## src/rtl/ysyx_25040118_pkg.sv

```systemverilog
// Shared types and constants for the ysyx_25040118 load/store unit.
// Holds the FSM state encoding, funct3 codes, strobe patterns and access-size decode.
package ysyx_25040118_pkg;

    typedef enum logic [2:0] {
        S_IDLE = 3'd0,
        S_REQ  = 3'd1,
        S_WAIT = 3'd2,
        S_WB   = 3'd3,
        S_ERR  = 3'd4
    } lsu_state_e;

    localparam logic [2:0] F3_B  = 3'b000;
    localparam logic [2:0] F3_H  = 3'b001;
    localparam logic [2:0] F3_W  = 3'b010;
    localparam logic [2:0] F3_BU = 3'b100;
    localparam logic [2:0] F3_HU = 3'b101;

    localparam logic [3:0] STRB_B = 4'b0001;
    localparam logic [3:0] STRB_H = 4'b0011;
    localparam logic [3:0] STRB_W = 4'b1111;

    typedef enum logic [1:0] {
        SZ_B = 2'd0,
        SZ_H = 2'd1,
        SZ_W = 2'd2
    } size_e;

    // Unknown funct3 codes fall back to a word access.
    function automatic size_e f3_size(input logic [2:0] f3);
        size_e sz;
        case (f3)
            F3_B, F3_BU: sz = SZ_B;
            F3_H, F3_HU: sz = SZ_H;
            default:     sz = SZ_W;
        endcase
        return sz;
    endfunction

endpackage

```

## src/rtl/ysyx_25040118_lsu_align.sv

```systemverilog
// Combinational lane steering: store strobes/data replication, load extraction
// and extension, and misalignment detection.
module ysyx_25040118_lsu_align
    import ysyx_25040118_pkg::*;
(
    input  logic [2:0]  funct3,
    input  logic [1:0]  addr_lo,
    input  logic [31:0] st_data,
    input  logic [31:0] rdata,
    output logic [3:0]  wstrb,
    output logic [31:0] wdata,
    output logic [31:0] ld_data,
    output logic        misalign
);

    logic [31:0] shifted_s;

    // Store-side lane steering and alignment check.
    always_comb begin
        wstrb    = STRB_W;
        wdata    = st_data;
        misalign = 1'b0;
        case (f3_size(funct3))
            SZ_B: begin
                wstrb = STRB_B << addr_lo;
                wdata = {4{st_data[7:0]}};
            end
            SZ_H: begin
                wstrb    = STRB_H << addr_lo;
                wdata    = {2{st_data[15:0]}};
                misalign = addr_lo[0];
            end
            default: begin
                wstrb    = STRB_W;
                wdata    = st_data;
                misalign = (addr_lo != 2'b00);
            end
        endcase
    end

    // Load-side shift to lane 0 followed by sign/zero extension.
    always_comb begin
        shifted_s = rdata >> {addr_lo, 3'b000};
        case (funct3)
            F3_B:    ld_data = {{24{shifted_s[7]}}, shifted_s[7:0]};
            F3_BU:   ld_data = {24'h000000, shifted_s[7:0]};
            F3_H:    ld_data = {{16{shifted_s[15]}}, shifted_s[15:0]};
            F3_HU:   ld_data = {16'h0000, shifted_s[15:0]};
            default: ld_data = shifted_s;
        endcase
    end

endmodule

```

## src/rtl/ysyx_25040118_lsu.sv

```systemverilog
// Load/store and writeback unit: accepts one execute result at a time, runs the
// req/gnt/rvalid bus for memory ops and drives the register file write port.
module ysyx_25040118_lsu
    import ysyx_25040118_pkg::*;
#(
    parameter int ADDR_W = 32,
    parameter int RF_AW  = 5
) (
    input  logic              clk,
    input  logic              rst_n,
    input  logic              in_valid,
    output logic              in_ready,
    input  logic              in_mem,
    input  logic              in_store,
    input  logic [2:0]        in_funct3,
    input  logic [ADDR_W-1:0] in_addr,
    input  logic [31:0]       in_wdata,
    input  logic [RF_AW-1:0]  in_rd,
    output logic              mem_req,
    output logic              mem_we,
    output logic [ADDR_W-1:0] mem_addr,
    output logic [31:0]       mem_wdata,
    output logic [3:0]        mem_wstrb,
    input  logic              mem_gnt,
    input  logic              mem_rvalid,
    input  logic [31:0]       mem_rdata,
    output logic              rf_wen,
    output logic [RF_AW-1:0]  rf_waddr,
    output logic [31:0]       rf_wdata,
    output logic              done,
    output logic              misalign
);

    lsu_state_e        state_q, state_d;
    logic              store_q, store_d;
    logic [2:0]        funct3_q, funct3_d;
    logic [1:0]        addr_lo_q, addr_lo_d;
    logic [RF_AW-1:0]  rd_q, rd_d;
    logic              mem_req_q, mem_req_d;
    logic              mem_we_q, mem_we_d;
    logic [ADDR_W-1:0] mem_addr_q, mem_addr_d;
    logic [31:0]       mem_wdata_q, mem_wdata_d;
    logic [3:0]        mem_wstrb_q, mem_wstrb_d;
    logic              rf_wen_q, rf_wen_d;
    logic [RF_AW-1:0]  rf_waddr_q, rf_waddr_d;
    logic [31:0]       rf_wdata_q, rf_wdata_d;
    logic              done_q, done_d;
    logic              misalign_q, misalign_d;

    logic              accept_s;
    logic [2:0]        al_funct3_s;
    logic [1:0]        al_addr_lo_s;
    logic [3:0]        al_wstrb_s;
    logic [31:0]       al_wdata_s;
    logic [31:0]       al_ld_data_s;
    logic              al_misalign_s;
    logic [RF_AW-1:0]  wb_rd_s;

    assign in_ready = (state_q == S_IDLE);
    assign accept_s = in_valid && (state_q == S_IDLE);

    // The aligner sees live inputs while idle and the latched request afterwards.
    assign al_funct3_s  = (state_q == S_IDLE) ? in_funct3    : funct3_q;
    assign al_addr_lo_s = (state_q == S_IDLE) ? in_addr[1:0] : addr_lo_q;
    assign wb_rd_s      = (state_q == S_IDLE) ? in_rd        : rd_q;

    ysyx_25040118_lsu_align u_align (
        .funct3   (al_funct3_s),
        .addr_lo  (al_addr_lo_s),
        .st_data  (in_wdata),
        .rdata    (mem_rdata),
        .wstrb    (al_wstrb_s),
        .wdata    (al_wdata_s),
        .ld_data  (al_ld_data_s),
        .misalign (al_misalign_s)
    );

    // State register.
    always_ff @(posedge clk or negedge rst_n) begin
        if (!rst_n) begin
            state_q <= S_IDLE;
        end else begin
            state_q <= state_d;
        end
    end

    // Next-state logic.
    always_comb begin
        state_d = state_q;
        case (state_q)
            S_IDLE: begin
                if (!in_valid) begin
                    state_d = S_IDLE;
                end else if (!in_mem) begin
                    state_d = S_WB;
                end else if (al_misalign_s) begin
                    state_d = S_ERR;
                end else begin
                    state_d = S_REQ;
                end
            end
            S_REQ: begin
                if (!mem_gnt) begin
                    state_d = S_REQ;
                end else if (store_q) begin
                    state_d = S_IDLE;
                end else begin
                    state_d = S_WAIT;
                end
            end
            S_WAIT: begin
                if (mem_rvalid) begin
                    state_d = S_WB;
                end else begin
                    state_d = S_WAIT;
                end
            end
            S_WB:    state_d = S_IDLE;
            S_ERR:   state_d = S_IDLE;
            default: state_d = S_IDLE;
        endcase
    end

    // Next values of latched request fields and registered outputs.
    always_comb begin
        store_d     = store_q;
        funct3_d    = funct3_q;
        addr_lo_d   = addr_lo_q;
        rd_d        = rd_q;
        mem_addr_d  = mem_addr_q;
        mem_wdata_d = mem_wdata_q;
        mem_wstrb_d = mem_wstrb_q;
        rf_waddr_d  = rf_waddr_q;
        rf_wdata_d  = rf_wdata_q;

        if (accept_s) begin
            store_d   = in_mem && in_store;
            funct3_d  = in_funct3;
            addr_lo_d = in_addr[1:0];
            rd_d      = in_rd;
        end else begin
            store_d = store_q;
        end

        if (accept_s && (state_d == S_REQ)) begin
            mem_addr_d  = {in_addr[ADDR_W-1:2], 2'b00};
            mem_wdata_d = al_wdata_s;
            mem_wstrb_d = al_wstrb_s;
        end else begin
            mem_addr_d = mem_addr_q;
        end

        if (accept_s && !in_mem) begin
            rf_waddr_d = in_rd;
            rf_wdata_d = in_wdata;
        end else if ((state_q == S_WAIT) && mem_rvalid) begin
            rf_waddr_d = rd_q;
            rf_wdata_d = al_ld_data_s;
        end else begin
            rf_waddr_d = rf_waddr_q;
        end

        mem_req_d  = (state_d == S_REQ);
        mem_we_d   = (state_d == S_REQ) && ((state_q == S_IDLE) ? in_store : store_q);
        rf_wen_d   = (state_d == S_WB) && (wb_rd_s != {RF_AW{1'b0}});
        misalign_d = (state_d == S_ERR);
        done_d     = (state_d == S_WB) || (state_d == S_ERR)
                  || ((state_q == S_REQ) && mem_gnt && store_q);
    end

    // Datapath and output registers.
    always_ff @(posedge clk or negedge rst_n) begin
        if (!rst_n) begin
            store_q     <= 1'b0;
            funct3_q    <= 3'b000;
            addr_lo_q   <= 2'b00;
            rd_q        <= {RF_AW{1'b0}};
            mem_req_q   <= 1'b0;
            mem_we_q    <= 1'b0;
            mem_addr_q  <= {ADDR_W{1'b0}};
            mem_wdata_q <= 32'h0000_0000;
            mem_wstrb_q <= 4'b0000;
            rf_wen_q    <= 1'b0;
            rf_waddr_q  <= {RF_AW{1'b0}};
            rf_wdata_q  <= 32'h0000_0000;
            done_q      <= 1'b0;
            misalign_q  <= 1'b0;
        end else begin
            store_q     <= store_d;
            funct3_q    <= funct3_d;
            addr_lo_q   <= addr_lo_d;
            rd_q        <= rd_d;
            mem_req_q   <= mem_req_d;
            mem_we_q    <= mem_we_d;
            mem_addr_q  <= mem_addr_d;
            mem_wdata_q <= mem_wdata_d;
            mem_wstrb_q <= mem_wstrb_d;
            rf_wen_q    <= rf_wen_d;
            rf_waddr_q  <= rf_waddr_d;
            rf_wdata_q  <= rf_wdata_d;
            done_q      <= done_d;
            misalign_q  <= misalign_d;
        end
    end

    assign mem_req   = mem_req_q;
    assign mem_we    = mem_we_q;
    assign mem_addr  = mem_addr_q;
    assign mem_wdata = mem_wdata_q;
    assign mem_wstrb = mem_wstrb_q;
    assign rf_wen    = rf_wen_q;
    assign rf_waddr  = rf_waddr_q;
    assign rf_wdata  = rf_wdata_q;
    assign done      = done_q;
    assign misalign  = misalign_q;

endmodule

```

## config.mk

```make
export PLATFORM = sky130hd
export DESIGN_NAME = ysyx_25040118_lsu
export DESIGN_NICKNAME = d
export VERILOG_FILES = /design/src/rtl/ysyx_25040118_pkg.sv /design/src/rtl/ysyx_25040118_lsu_align.sv /design/src/rtl/ysyx_25040118_lsu.sv
export SDC_FILE = /design/constraint.sdc
export NUM_CORES = 1
export LEC_CHECK = 0
export ABC_AREA = 1
export BUFFER_PORTS_ARGS = -buffer_cell sky130_fd_sc_hd__buf_2
export CORE_ASPECT_RATIO = 1.4
export CORE_MARGIN = 10
export CORE_UTILIZATION = 35
export DETAILED_ROUTE_END_ITERATION = 12
export GPL_ROUTABILITY_DRIVEN = 0
export SETUP_SLACK_MARGIN = 0.15
export SLEW_MARGIN = 20
export SYNTH_ARGS = -nofsm -noshare
export SYNTH_HDL_FRONTEND = slang
export SYNTH_SLANG_ARGS = --single-unit
```

## constraint.sdc

```tcl
create_clock -name clk -period 1.75 [get_ports clk]
set_input_delay 0.2625 -clock clk [delete_from_list [all_inputs] [get_ports clk]]
set_output_delay 0.2625 -clock clk [all_outputs]
set_load 0.01 [all_outputs]
```

# Yosys cells after proc, flatten, opt, wreduce, memory -nomap -nowiden
# Cells that the tools add are included.
# word_totals
regBits	122
in_bits	111
out_inout_bits	111
word_cells	67
# classes
eq_ne	9
n_shift	3
muxes	20
reduce_logical	20
# ops
operator	n
$pmux 32 s4	1
$mux 32	2
$pmux 32 s2	1
$shr 32x5->32	1
$mux 5	3
$mux 3	4
$eq 3x1->1 const B	3
$eq 3x3->1 const B	3
$logic_and 1x1->1	9
$pmux 3 s3	1
$pmux 4 s2	1
$eq 3x2->1 const B	2
$logic_not 3->1	2
$mux 2	3
$reduce_bool 5->1	1
$pmux 2 s2	1
$reduce_bool 2->1	2
$reduce_or 2->1	2
$shl 1x2->4 const A	1
$shl 2x2->4 const A	1
$eq 2x1->1 const B	1
$logic_not 2->1	1
$logic_or 1x1->1	2
$mux 1	2
2 further kinds	2

# Depth between registers and ports, before layout
# Gate-level depths: netlist (run 1).
# depth
ltp_word	14
mapped_depth	14
depth_no_buf	12

# Hierarchy
# Synthesis (run 1) repeated with hierarchy kept, for this count alone.
# hier_totals
cells_unflattened	857
hier_area_um2	6459.9
# by_module_without_submodules
module	n_inst	cells_each	area_each_um2	seq_area_each_um2
ysyx_25040118_lsu	1	598	5250.0	3052.9
ysyx_25040118_lsu_align	1	259	1209.9	0.0

# Worst setup path after synthesis (run 1)
# OpenSTA, ideal clock, no wires.
# synth_path
path_type	register to register
startpoint	register state_q[1]
endpoint	register rf_wdata_q[21] (netlist: rf_wdata[21])
setup_ns	0.117
arrival_time_ns	1.661
required_ns	1.633
setup_slack_ns	-0.028
stages_incl_launch_ff	13
n_path_buf	2
synth_period_minus_slack_ns	1.778
cell_sequence	dfrtp_1 -> nor2_8 -> nand2_4 -> buf_12 -> nand2_1 -> nand2_1 -> nand2_2 -> nor2_1 -> nand3_1 -> buf_4 -> nand3_1 -> nand2_1 -> nand2_1
# synth_between
elab_chain_len	6
word_cells_on_any_way	16
cone_classes	eq/ne: 4; shift: 1; mux: 5; reduce/logical: 6
# synth_rtl
item	line	text
start: declaration	ysyx_25040118_lsu.sv:34	lsu_state_e state_q, state_d;
start signal: assignment	ysyx_25040118_lsu.sv:83	state_q <= state_d;
$logic_not 3->1	ysyx_25040118_lsu.sv:60, ysyx_25040118_lsu.sv:63, ysyx_25040118_lsu.sv:64	
$mux 2 / $mux 3 (equally long branches)	ysyx_25040118_lsu.sv:64, ysyx_25040118_lsu.sv:63	
$shr 32x5->32, or another cell as far along	ysyx_25040118_lsu_align.sv:43	shifted_s = rdata >> {addr_lo, 3'b000};
$pmux 32 s4	ysyx_25040118_lsu_align.sv:44	case (funct3)
$mux 32	ysyx_25040118_lsu.sv:156	end else if ((state_q == S_WAIT) && mem_rvalid) begin
$mux 32	ysyx_25040118_lsu.sv:153	if (accept_s && !in_mem) begin
end signal: assignment	ysyx_25040118_lsu.sv:200	rf_wdata_q <= rf_wdata_d;
end: declaration	ysyx_25040118_lsu.sv:46	logic [31:0] rf_wdata_q, rf_wdata_d;
# Parallel ways exist; a longest one is shown, timed or not. The select of a mux whose other input is x is not followed.
# A chain may end at the register's enable or synchronous reset.

# Final worst setup path (run 1)
# layout_path
startpoint	register state_q[2]
endpoint	register mem_wdata_q[13] (netlist: mem_wdata[13])
# layout_between
elab_chain_len	13
word_cells_on_any_way	24
cone_classes	eq/ne: 7; mux: 9; reduce/logical: 8
# layout_rtl
item	line	text
$logic_not 3->1	--	
$mux 3	ysyx_25040118_lsu.sv:63	assign al_funct3_s = (state_q == S_IDLE) ? in_funct3 : funct3_q;
$eq 3x1->1, or another cell as far along	ysyx_25040118_pkg.sv:32	case (f3)
$reduce_or 2->1	ysyx_25040118_pkg.sv:32	
$pmux 2 s2	ysyx_25040118_pkg.sv:32	
$eq 2x1->1 / $logic_not 2->1 (equally long branches)	ysyx_25040118_lsu_align.sv:23	case (f3_size(funct3))
$pmux 1 s2	ysyx_25040118_lsu_align.sv:23	
$mux 3	ysyx_25040118_lsu.sv:96	end else if (al_misalign_s) begin
$mux 3	ysyx_25040118_lsu.sv:94	end else if (!in_mem) begin
$mux 3	ysyx_25040118_lsu.sv:92	if (!in_valid) begin
$pmux 3 s3	ysyx_25040118_lsu.sv:90	case (state_q)
$eq 3x1->1	ysyx_25040118_lsu.sv:145	if (accept_s && (state_d == S_REQ)) begin
$logic_and 1x1->1	ysyx_25040118_lsu.sv:145	
end signal: assignment	ysyx_25040118_lsu.sv:196	mem_wdata_q <= mem_wdata_d;
end: declaration	ysyx_25040118_lsu.sv:42	logic [31:0] mem_wdata_q, mem_wdata_d;
# Parallel ways exist; a longest one is shown, timed or not.

==> impl_metrics.prom, run 1 <==
# TYPE chip_impl_metric gauge
chip_impl_info{name="crit_path_cell_trace",value="nor2_8, nand2_4, buf_6, nand2_4, nand2_4, nand2_4, nand2_4, inv_4, nand2_4, nand3_4, buf_12, clkbuf_16, nand2_1, nand2_1"} 1
chip_impl_metric{name="synth-xor-area-share",unit=""} 0
chip_impl_metric{name="synth.area.mux_share",unit=""} 0
chip_impl_metric{name="power",unit="mW"} 21.88
chip_impl_metric{name="grt_first_pass_wirelength",unit="um"} 37320
chip_impl_metric{name="portBuffers",unit=""} 219
chip_impl_metric{name="internal_power",unit="mW"} 12.37
chip_impl_metric{name="synth_seq_cells",unit=""} 122
chip_impl_metric{name="power.ir.vdd_worst",unit="mV"} 1.042
chip_impl_metric{name="cts_max_path_buffers",unit=""} 2
chip_impl_metric{name="placed_area",unit="mm2"} 0.008234
chip_impl_info{name="layout.cells.most_common_list",value="sky130_fd_sc_hd__nand2_1 (309), sky130_fd_sc_hd__buf_2 (217), sky130_fd_sc_hd__dfrtp_1 (120)"} 1
chip_impl_metric{name="finalNonFillerCells",unit=""} 1399
chip_impl_metric{name="core_box_area",unit="mm2"} 0.01785
chip_impl_metric{name="timing.setup.tns",unit="ps"} -12420
chip_impl_info{name="most_numerous_cell_on_the_critical_path",value="sky130_fd_sc_hd__nand2_4"} 1
chip_impl_metric{name="drtAntennaViolNets",unit=""} 0
chip_impl_metric{name="cts.reportedPaths.clkPinSlew",unit="ps"} 60
chip_impl_metric{name="io_pins",unit=""} 222
chip_impl_info{name="standard_cell_with_the_maximum_stage_delay_on_the_critical_path",value="sky130_fd_sc_hd__dfrtp_2"} 1
chip_impl_metric{name="synth-edff-count",unit=""} 0
chip_impl_info{name="netlist_top_cells_area",value="sky130_fd_sc_hd__dfrtp_1 (48%), sky130_fd_sc_hd__nand2_1 (22%), sky130_fd_sc_hd__nand3_1 (6.7%), sky130_fd_sc_hd__o21ai_0 (4.7%), sky130_fd_sc_hd__inv_1 (3.3%)"} 1
chip_impl_metric{name="tritoncts_buffer_count",unit=""} 17
chip_impl_metric{name="syn-instance-count",unit=""} 839
chip_impl_metric{name="drt_wl_total",unit="um"} 25220
chip_impl_metric{name="report.final.slew_viol_count",unit=""} 0
chip_impl_info{name="critPathKind",value="reg2reg"} 1
chip_impl_metric{name="multi_input_area",unit="mm2"} 0.003277
chip_impl_metric{name="worst-endpoint-required",unit="ps"} 2120
chip_impl_info{name="yosysTopAreaCell",value="sky130_fd_sc_hd__dfrtp_1"} 1
chip_impl_metric{name="fin_skew",unit="ps"} 4.638
chip_impl_metric{name="detail_route.drc_violations",unit=""} 0
chip_impl_metric{name="largest_stage_delay_on_the_critical_path",unit="ps"} 440
chip_impl_info{name="synth_flop_cell",value="sky130_fd_sc_hd__dfrtp_1"} 1
chip_impl_metric{name="cp_data_arrival_time",unit="ps"} 2290
chip_impl_metric{name="yosys.area.top_type_share",unit=""} 0.4835
chip_impl_info{name="critical_path.startpoint_type",value="register"} 1
chip_impl_metric{name="switching_share",unit=""} 0.4344
chip_impl_metric{name="cts.htree.levels",unit=""} 4
chip_impl_metric{name="total_via_count_after_detailed_routing",unit=""} 6850
chip_impl_metric{name="floorplan.die.width",unit="um"} 133.5
chip_impl_info{name="cts_tree",value="done"} 1
chip_impl_metric{name="path_max_fanout",unit=""} 9
chip_impl_metric{name="dp_cells",unit=""} 1325
chip_impl_metric{name="timing.final.crit_share",unit=""} 1.102
chip_impl_metric{name="global_route.overflow_total",unit=""} 0
chip_impl_metric{name="hold_violations",unit=""} 0
chip_impl_info{name="failed_checks",value="setup timing"} 1
chip_impl_metric{name="rows",unit=""} 58
chip_impl_metric{name="final-seq-area",unit="mm2"} 0.003055
chip_impl_metric{name="share_comb_of_total_power",unit=""} 0.602
chip_impl_metric{name="detail_route.wl_per_cell",unit="um"} 18.03
chip_impl_metric{name="track_usage",unit=""} 0.2001
chip_impl_metric{name="worst_slack",unit="ps"} -179.0
chip_impl_metric{name="tritoncts_num_sinks",unit=""} 122
chip_impl_metric{name="timing.final.setup_violations",unit=""} 99
chip_impl_metric{name="hold_path_depth",unit=""} 3
chip_impl_info{name="cts.root.buffer_cell",value="sky130_fd_sc_hd__clkbuf_16"} 1
chip_impl_metric{name="grt_antenna_before_repair",unit=""} 2
chip_impl_metric{name="power_dens_cells",unit="mW/mm2"} 2203
chip_impl_info{name="rsz0062_at_grt",value="yes"} 1
chip_impl_metric{name="cap_viol_max_count",unit=""} 0
chip_impl_metric{name="area_delta_synth_final",unit="%"} 57.24
chip_impl_info{name="outcome",value="finished, violations left"} 1
chip_impl_info{name="timing.critical_path.to_type",value="register"} 1
chip_impl_metric{name="floorplan.initialDensity",unit=""} 0.3537
chip_impl_metric{name="worstSkewPairLatency",unit="ps"} 430
chip_impl_metric{name="post_synth_instance_area",unit="mm2"} 0.006315
chip_impl_info{name="kind_of_path_behind_the_tightest_hold_check",value="in2reg"} 1
chip_impl_metric{name="pin_count_of_the_biggest_net_entering_global_routing",unit=""} 55
chip_impl_metric{name="net-switching-power",unit="mW"} 9.504
chip_impl_metric{name="complex_gate_fraction_of_the_synthesized_area",unit=""} 0.09431
chip_impl_metric{name="detailed_place_hpwl",unit="um"} 18530
chip_impl_metric{name="shortest_clock_period_the_worst_path_allows_after_layout",unit="ps"} 1929
chip_impl_metric{name="synth_sequential_area_ratio",unit=""} 0.4835
chip_impl_metric{name="avgViaCountPerCell",unit=""} 4.896
chip_impl_metric{name="synthArstFlopShare",unit=""} 1.000
chip_impl_metric{name="clockPowerShare",unit=""} 0.179
chip_impl_metric{name="filler_cells",unit=""} 1682
chip_impl_metric{name="seqPwrFrac",unit=""} 0.219
chip_impl_info{name="layout_commonest_cell",value="sky130_fd_sc_hd__nand2_1"} 1
chip_impl_metric{name="drc_marker_count_from_the_first_detailed_route_iteration",unit=""} 384
chip_impl_metric{name="adder_cell_share_of_the_synthesized_area",unit=""} 0
chip_impl_metric{name="floorplan.die.height",unit="um"} 178.9
chip_impl_metric{name="post_synth_num_cell_types",unit=""} 31
chip_impl_metric{name="first_global_vias",unit=""} 6925
chip_impl_info{name="synth_top_family_by_area",value="simple AND/OR/NAND/NOR gates"} 1
chip_impl_metric{name="p_leak",unit="nW"} 5.518
chip_impl_metric{name="drt-pass1-iter-count",unit=""} 5
chip_impl_metric{name="layout-drive-gt1-share",unit=""} 0.4396
chip_impl_metric{name="max_freq",unit="GHz"} 0.5184
chip_impl_metric{name="hold-worst-slack",unit="ps"} 25.78
chip_impl_metric{name="floorplan.die_area",unit="mm2"} 0.02389
chip_impl_metric{name="yosys.area_share.simple",unit=""} 0.3392
chip_impl_metric{name="postSynthAreaPerCell",unit="um2"} 7.527
chip_impl_metric{name="nets",unit=""} 1256
chip_impl_metric{name="path_depth_of_the_worst_reg2reg_path",unit=""} 14
chip_impl_metric{name="postLayoutCellArea",unit="mm2"} 0.009930
chip_impl_metric{name="ys_warn_count",unit=""} 0
==> what timing repair did <==
item                       4_1_cts  5_1_grt
pin swaps                       15       56
resized for setup               90       78
hold buffers                     1        0
setup endpoints to repair      110      120
cloned                           6        6
hold endpoints to repair        24        0
buffers inserted                24        4
==> critical path, delay by kind of cell (launching register included) <==
family | cells | cell delay, ps
flops | 1 | 440
buf+inv | 4 | 510
simple gates | 10 | 900
==> final timing paths <==
kind / startpoint / endpoint / slack [ps]
max in group asynchronous: rst_n / mem_addr[11] / 810
min in group asynchronous: rst_n / mem_addr[7] / 310
worst max register to register: state_q[2] / mem_wdata[13] / -180
worst min-delay path: in_addr[31] / mem_addr[31] / 30
worst min register to register: mem_addr[17] / mem_addr[17] / 470
worst max-delay path: state_q[2] / mem_wdata[13] / -180
==> final cells by class <==
cell class	count	share of cell area
Clock buffer	20	0.04700
Clock inverter	12	0.01878
Tap cell	240	0.03024
Sequential cell	122	0.3077
Inverter	60	0.02470
Timing Repair Buffer	333	0.2413
Antenna cell	1	0.0002520
Multi-Input combinational cell	611	0.3300
==> metrics by stage <==
step | util | setup WS, ps
floorplan | - | -24.82
global placement | 0.4612 | -147.1
detailed placement | 0.4612 | -178.8
CTS | 0.5325 | -134.3
global route | 0.5561 | -274.9
finish | 0.5562 | -179.0
==> routing by layer <==
| metal | vias to the layer above | wire length (um) | GRT usage |
|---|---|---|---|
| li1 | 3305 | - | - |
| met1 | 3210 | 9434 | 0.2120 |
| met2 | 259 | 12890 | 0.3448 |
| met3 | 74 | 1681 | 0.06282 |
| met4 | 2 | 1202 | 0.1159 |
| met5 | - | 13 | 0 |
==> power groups by stage <==
| stage | registers (mW) | clock network (mW) | logic (mW) |
|---|---|---|---|
| floorplan | 5.25 | 0 | 5.73 |
| global placement | 4.74 | 0 | 10.4 |
| detailed placement | 4.75 | 0 | 10.5 |
| CTS | 4.72 | 3.98 | 12.2 |
| global route | 4.93 | 4.13 | 14.3 |
| finish | 4.78 | 3.92 | 13.2 |
==> state kept, by name, indices dropped and copies added (netlist names) <==
register / cells
rf_waddr: 5
rf_wdata: 32
funct3_q: 3
mem_we: 1
mem_addr: 30
addr_lo_q: 2
misalign: 1
mem_req: 1
rd_q: 5
mem_wstrb: 4
store_q: 1
state_q: 3
done: 1
mem_wdata: 32
rf_wen: 1
==> Yosys cell counts, types with 6 or more instances <==
library cell               count
sky130_fd_sc_hd__nand2_2       7
sky130_fd_sc_hd__o21ai_0      59
sky130_fd_sc_hd__buf_2        13
sky130_fd_sc_hd__dfrtp_1     122
sky130_fd_sc_hd__clkbuf_1     19
sky130_fd_sc_hd__nand3_1      84
sky130_fd_sc_hd__buf_4         6
sky130_fd_sc_hd__buf_6         8
sky130_fd_sc_hd__nand2_1     376
sky130_fd_sc_hd__inv_1        55
sky130_fd_sc_hd__o221ai_1      6
sky130_fd_sc_hd__o211ai_1     22
sky130_fd_sc_hd__nor2_1       22
sky130_fd_sc_hd__a21oi_1      13
==> cells by family after synthesis <==
logic type	Yosys count
buffers and inverters	108
other	1
and+or+nand+nor	506
DFF	122
AOI/OAI and AO/OA	102
No activity file was read; power rests on OpenSTA's default activity.
==> inputs of run 2 (changes only) <==
--- a/config.mk
+++ b/config.mk
@@ -17,3 +17,4 @@
 export SYNTH_ARGS = -nofsm -noshare
 export SYNTH_HDL_FRONTEND = slang
 export SYNTH_SLANG_ARGS = --single-unit
+export TNS_END_PERCENT = 1
==> run 2 against run 1 <==
The flow still finishes with violations (setup timing). Non-clock buffer count fell by 30. Final area decreased by 7.3%. Total power is 11% lower. Clock power down 8.9%. Wire length up 0.90%. Sequential share of layout area is 2.4 points higher. Core utilization down 4.0 points. Sequential power hardly changed. Fmax shrank 3.0%. Global-route usage is 0.20 points lower. First-iteration DRC count grew 17%. Largest cell class is now sequential cells. Largest power group unchanged.
==> impl_metrics.prom, run 2 (synthesis results as in run 1) <==
# TYPE chip_impl_metric gauge
chip_impl_info{name="outcome",value="finished, violations left"} 1
chip_impl_info{name="failed_checks",value="setup timing"} 1
chip_impl_metric{name="core_box_area",unit="mm2"} 0.01785
chip_impl_metric{name="switching_share",unit=""} 0.4466
chip_impl_metric{name="p_leak",unit="nW"} 5.153
chip_impl_info{name="crit_path_cell_trace",value="nor2_8, nand3_2, nand2_4, nand2_1, nand2_1, inv_1, nand2_2, nand3_4, buf_12, clkbuf_16, nand2_1, nand2_1"} 1
chip_impl_metric{name="tritoncts_buffer_count",unit=""} 17
chip_impl_info{name="worstHoldEndpoint",value="mem_addr[9]"} 1
chip_impl_metric{name="power.ir.vdd_worst",unit="mV"} 1.034
chip_impl_metric{name="nets",unit=""} 1226
chip_impl_metric{name="largest_stage_delay_on_the_critical_path",unit="ps"} 440
chip_impl_metric{name="share_comb_of_total_power",unit=""} 0.572
chip_impl_info{name="standard_cell_with_the_maximum_stage_delay_on_the_critical_path",value="sky130_fd_sc_hd__dfrtp_2"} 1
chip_impl_metric{name="detail_route.drc_violations",unit=""} 0
chip_impl_metric{name="cp_data_arrival_time",unit="ps"} 2300
chip_impl_info{name="critical_path.startpoint_type",value="register"} 1
chip_impl_metric{name="timing.final.setup_violations",unit=""} 102
chip_impl_info{name="timing.critical_path.to_type",value="register"} 1
chip_impl_metric{name="reg2reg_slack",unit="ps"} -240
chip_impl_metric{name="filler_cells",unit=""} 1770
chip_impl_metric{name="drtAntennaViolNets",unit=""} 0
chip_impl_info{name="rsz0062_at_grt",value="yes"} 1
chip_impl_info{name="cts_tree",value="done"} 1
chip_impl_metric{name="path_depth_of_the_worst_reg2reg_path",unit=""} 12
chip_impl_info{name="kind_of_path_behind_the_tightest_hold_check",value="in2reg"} 1
chip_impl_metric{name="path_max_fanout",unit=""} 10
chip_impl_info{name="critPathKind",value="reg2reg"} 1
chip_impl_info{name="r2r_start",value="state_q[2]"} 1
chip_impl_metric{name="worstSkewPairLatency",unit="ps"} 420
chip_impl_metric{name="grt_first_pass_wirelength",unit="um"} 36670
chip_impl_metric{name="drt_wl_total",unit="um"} 25450
chip_impl_info{name="first_element_of_the_critical_path",value="state_q[2]"} 1
chip_impl_metric{name="power_dens_cells",unit="mW/mm2"} 2117
chip_impl_metric{name="internal_power",unit="mW"} 10.79
chip_impl_metric{name="net-switching-power",unit="mW"} 8.707
chip_impl_metric{name="detail_route.wl_per_cell",unit="um"} 18.58
chip_impl_metric{name="portBuffers",unit=""} 219
chip_impl_metric{name="power",unit="mW"} 19.49
chip_impl_info{name="r2r_end",value="mem_wdata[24]"} 1
chip_impl_metric{name="floorplan.initialDensity",unit=""} 0.3537
chip_impl_metric{name="global_route.overflow_total",unit=""} 0
chip_impl_metric{name="grt_antenna_before_repair",unit=""} 2
chip_impl_metric{name="worst-endpoint-required",unit="ps"} 2060
chip_impl_metric{name="max_freq",unit="GHz"} 0.5029
chip_impl_info{name="critPathTopFamily",value="simple AND/OR/NAND/NOR gates"} 1
chip_impl_metric{name="cts.htree.levels",unit=""} 4
chip_impl_metric{name="area_delta_synth_final",unit="%"} 45.81
chip_impl_metric{name="shortest_clock_period_the_worst_path_allows_after_layout",unit="ps"} 1989
chip_impl_metric{name="floorplan.die.height",unit="um"} 178.9
chip_impl_info{name="cts.root.buffer_cell",value="sky130_fd_sc_hd__clkbuf_16"} 1
chip_impl_metric{name="track_usage",unit=""} 0.1981
chip_impl_metric{name="floorplan.die_area",unit="mm2"} 0.02389
chip_impl_metric{name="drc_marker_count_from_the_first_detailed_route_iteration",unit=""} 450
chip_impl_info{name="layout_commonest_cell",value="sky130_fd_sc_hd__nand2_1"} 1
chip_impl_metric{name="clockPowerShare",unit=""} 0.183
chip_impl_metric{name="drt-pass1-iter-count",unit=""} 5
chip_impl_metric{name="total_via_count_after_detailed_routing",unit=""} 6655
chip_impl_metric{name="cts_max_path_buffers",unit=""} 2
chip_impl_metric{name="layout-drive-gt1-share",unit=""} 0.3590
chip_impl_metric{name="fin_skew",unit="ps"} 6.158
chip_impl_metric{name="placed_area",unit="mm2"} 0.008093
chip_impl_metric{name="cap_viol_max_count",unit=""} 0
chip_impl_metric{name="seqPwrFrac",unit=""} 0.245
chip_impl_metric{name="detailedPlace.worstSlack",unit="ps"} -213.8
chip_impl_metric{name="io_pins",unit=""} 222
chip_impl_metric{name="timing.setup.tns",unit="ps"} -14820
chip_impl_metric{name="floorplan.die.width",unit="um"} 133.5
chip_impl_info{name="most_numerous_cell_on_the_critical_path",value="sky130_fd_sc_hd__nand2_1"} 1
chip_impl_metric{name="first_global_vias",unit=""} 6722
chip_impl_metric{name="report.final.slew_viol_count",unit=""} 0
chip_impl_metric{name="hold_path_depth",unit=""} 3
chip_impl_info{name="layout.cells.most_common_list",value="sky130_fd_sc_hd__nand2_1 (347), sky130_fd_sc_hd__buf_2 (217), sky130_fd_sc_hd__dfrtp_1 (120)"} 1
chip_impl_metric{name="worst_slack",unit="ps"} -238.6
chip_impl_metric{name="pin_count_of_the_biggest_net_entering_global_routing",unit=""} 55
chip_impl_metric{name="worst-path-buf-inv",unit=""} 3
chip_impl_metric{name="postLayoutCellArea",unit="mm2"} 0.009208
chip_impl_metric{name="detailed_place_hpwl",unit="um"} 18890
chip_impl_metric{name="cts.reportedPaths.clkPinSlew",unit="ps"} 60
chip_impl_metric{name="timing.final.crit_share",unit=""} 1.136
chip_impl_info{name="min-delay-start",value="in_addr[9]"} 1
chip_impl_metric{name="rows",unit=""} 58
chip_impl_metric{name="tritoncts_num_sinks",unit=""} 122
chip_impl_metric{name="hold-worst-slack",unit="ps"} 27.22
chip_impl_metric{name="avgViaCountPerCell",unit=""} 4.858
chip_impl_metric{name="hold_violations",unit=""} 0
[run 2: changes by cell type in the layout (fill, tap and decap cells not counted), sizes merged]
cell	change
buf	-30
bufinv	-2
clkbuf	-3
clkinv	+2
clkinvlp	+2
diode	+1
inv	+2
nor2	-1
[run 2: worst max path at each step]
stage	slack, ps	cells past startpoint	to
floorplan	-20	11	mem_wdata[29]
global placement	-200	10	rf_wdata[11]
detailed placement	-210	11	mem_addr[24]
CTS	-170	12	mem_wdata[27]
global route	-350	12	mem_wstrb[0]
finish	-240	12	mem_wdata[24]
[run 2: final cells by class]
cell class	instances	area [um2]	area share
timing repair buffer	303	2081	0.2260
multi-input combinational	610	2932	0.3184
tap	240	300.3	0.03261
inverter	60	236.5	0.02568
antenna	2	5.005	0.0005436
sequential	122	3055	0.3318
timing repair inverter	1	7.507	0.0008153
clock inverter	15	165.2	0.01794
clock buffer	17	425.4	0.04620
[run 2: power by group through the flow]
stage / Sequential [mW] / Clock, mW / Combinational [mW]
floorplan: 5.25 / 0 / 5.27
global placement: 4.77 / 0 / 9.76
detailed placement: 4.80 / 0 / 9.84
CTS: 4.77 / 3.63 / 10.1
global route: 4.92 / 3.76 / 12.3
finish: 4.77 / 3.57 / 11.2
[run 2: layer usage]
metal / share of wire / up-vias / GRT usage
met5: 0 / - / 0
met4: 0.039 / 0 / 0.1059
met3: 0.069 / 51 / 0.05552
met2: 0.52 / 242 / 0.3473
met1: 0.37 / 3124 / 0.2124
li1: - / 3238 / -
[run 2: metrics by stage]
| step | instances | utilization |
|---|---|---|
| 2_1_floorplan | 840 | - |
| 3_3_place_gp | 1318 | 0.4533 |
| 3_5_place_dp | 1318 | 0.4533 |
| 4_1_cts | 1351 | 0.4914 |
| 5_1_grt | 1370 | 0.5158 |
| 6_report | 1370 | 0.5158 |
[run 2: repair_timing]
item,CTS,global route
gates cloned,0,9
hold endpoints to repair,28,0
gates resized for setup,24,66
hold buffers,1,0
pin swaps,2,15
setup buffers,0,8
setup endpoints to repair,110,112
[run 2: worst reg2reg max path: cells and delay by family (launching register included)]
family        cells  cell delay [ps]
buf+inv           3              420
flops             1              440
simple gates      9             1030
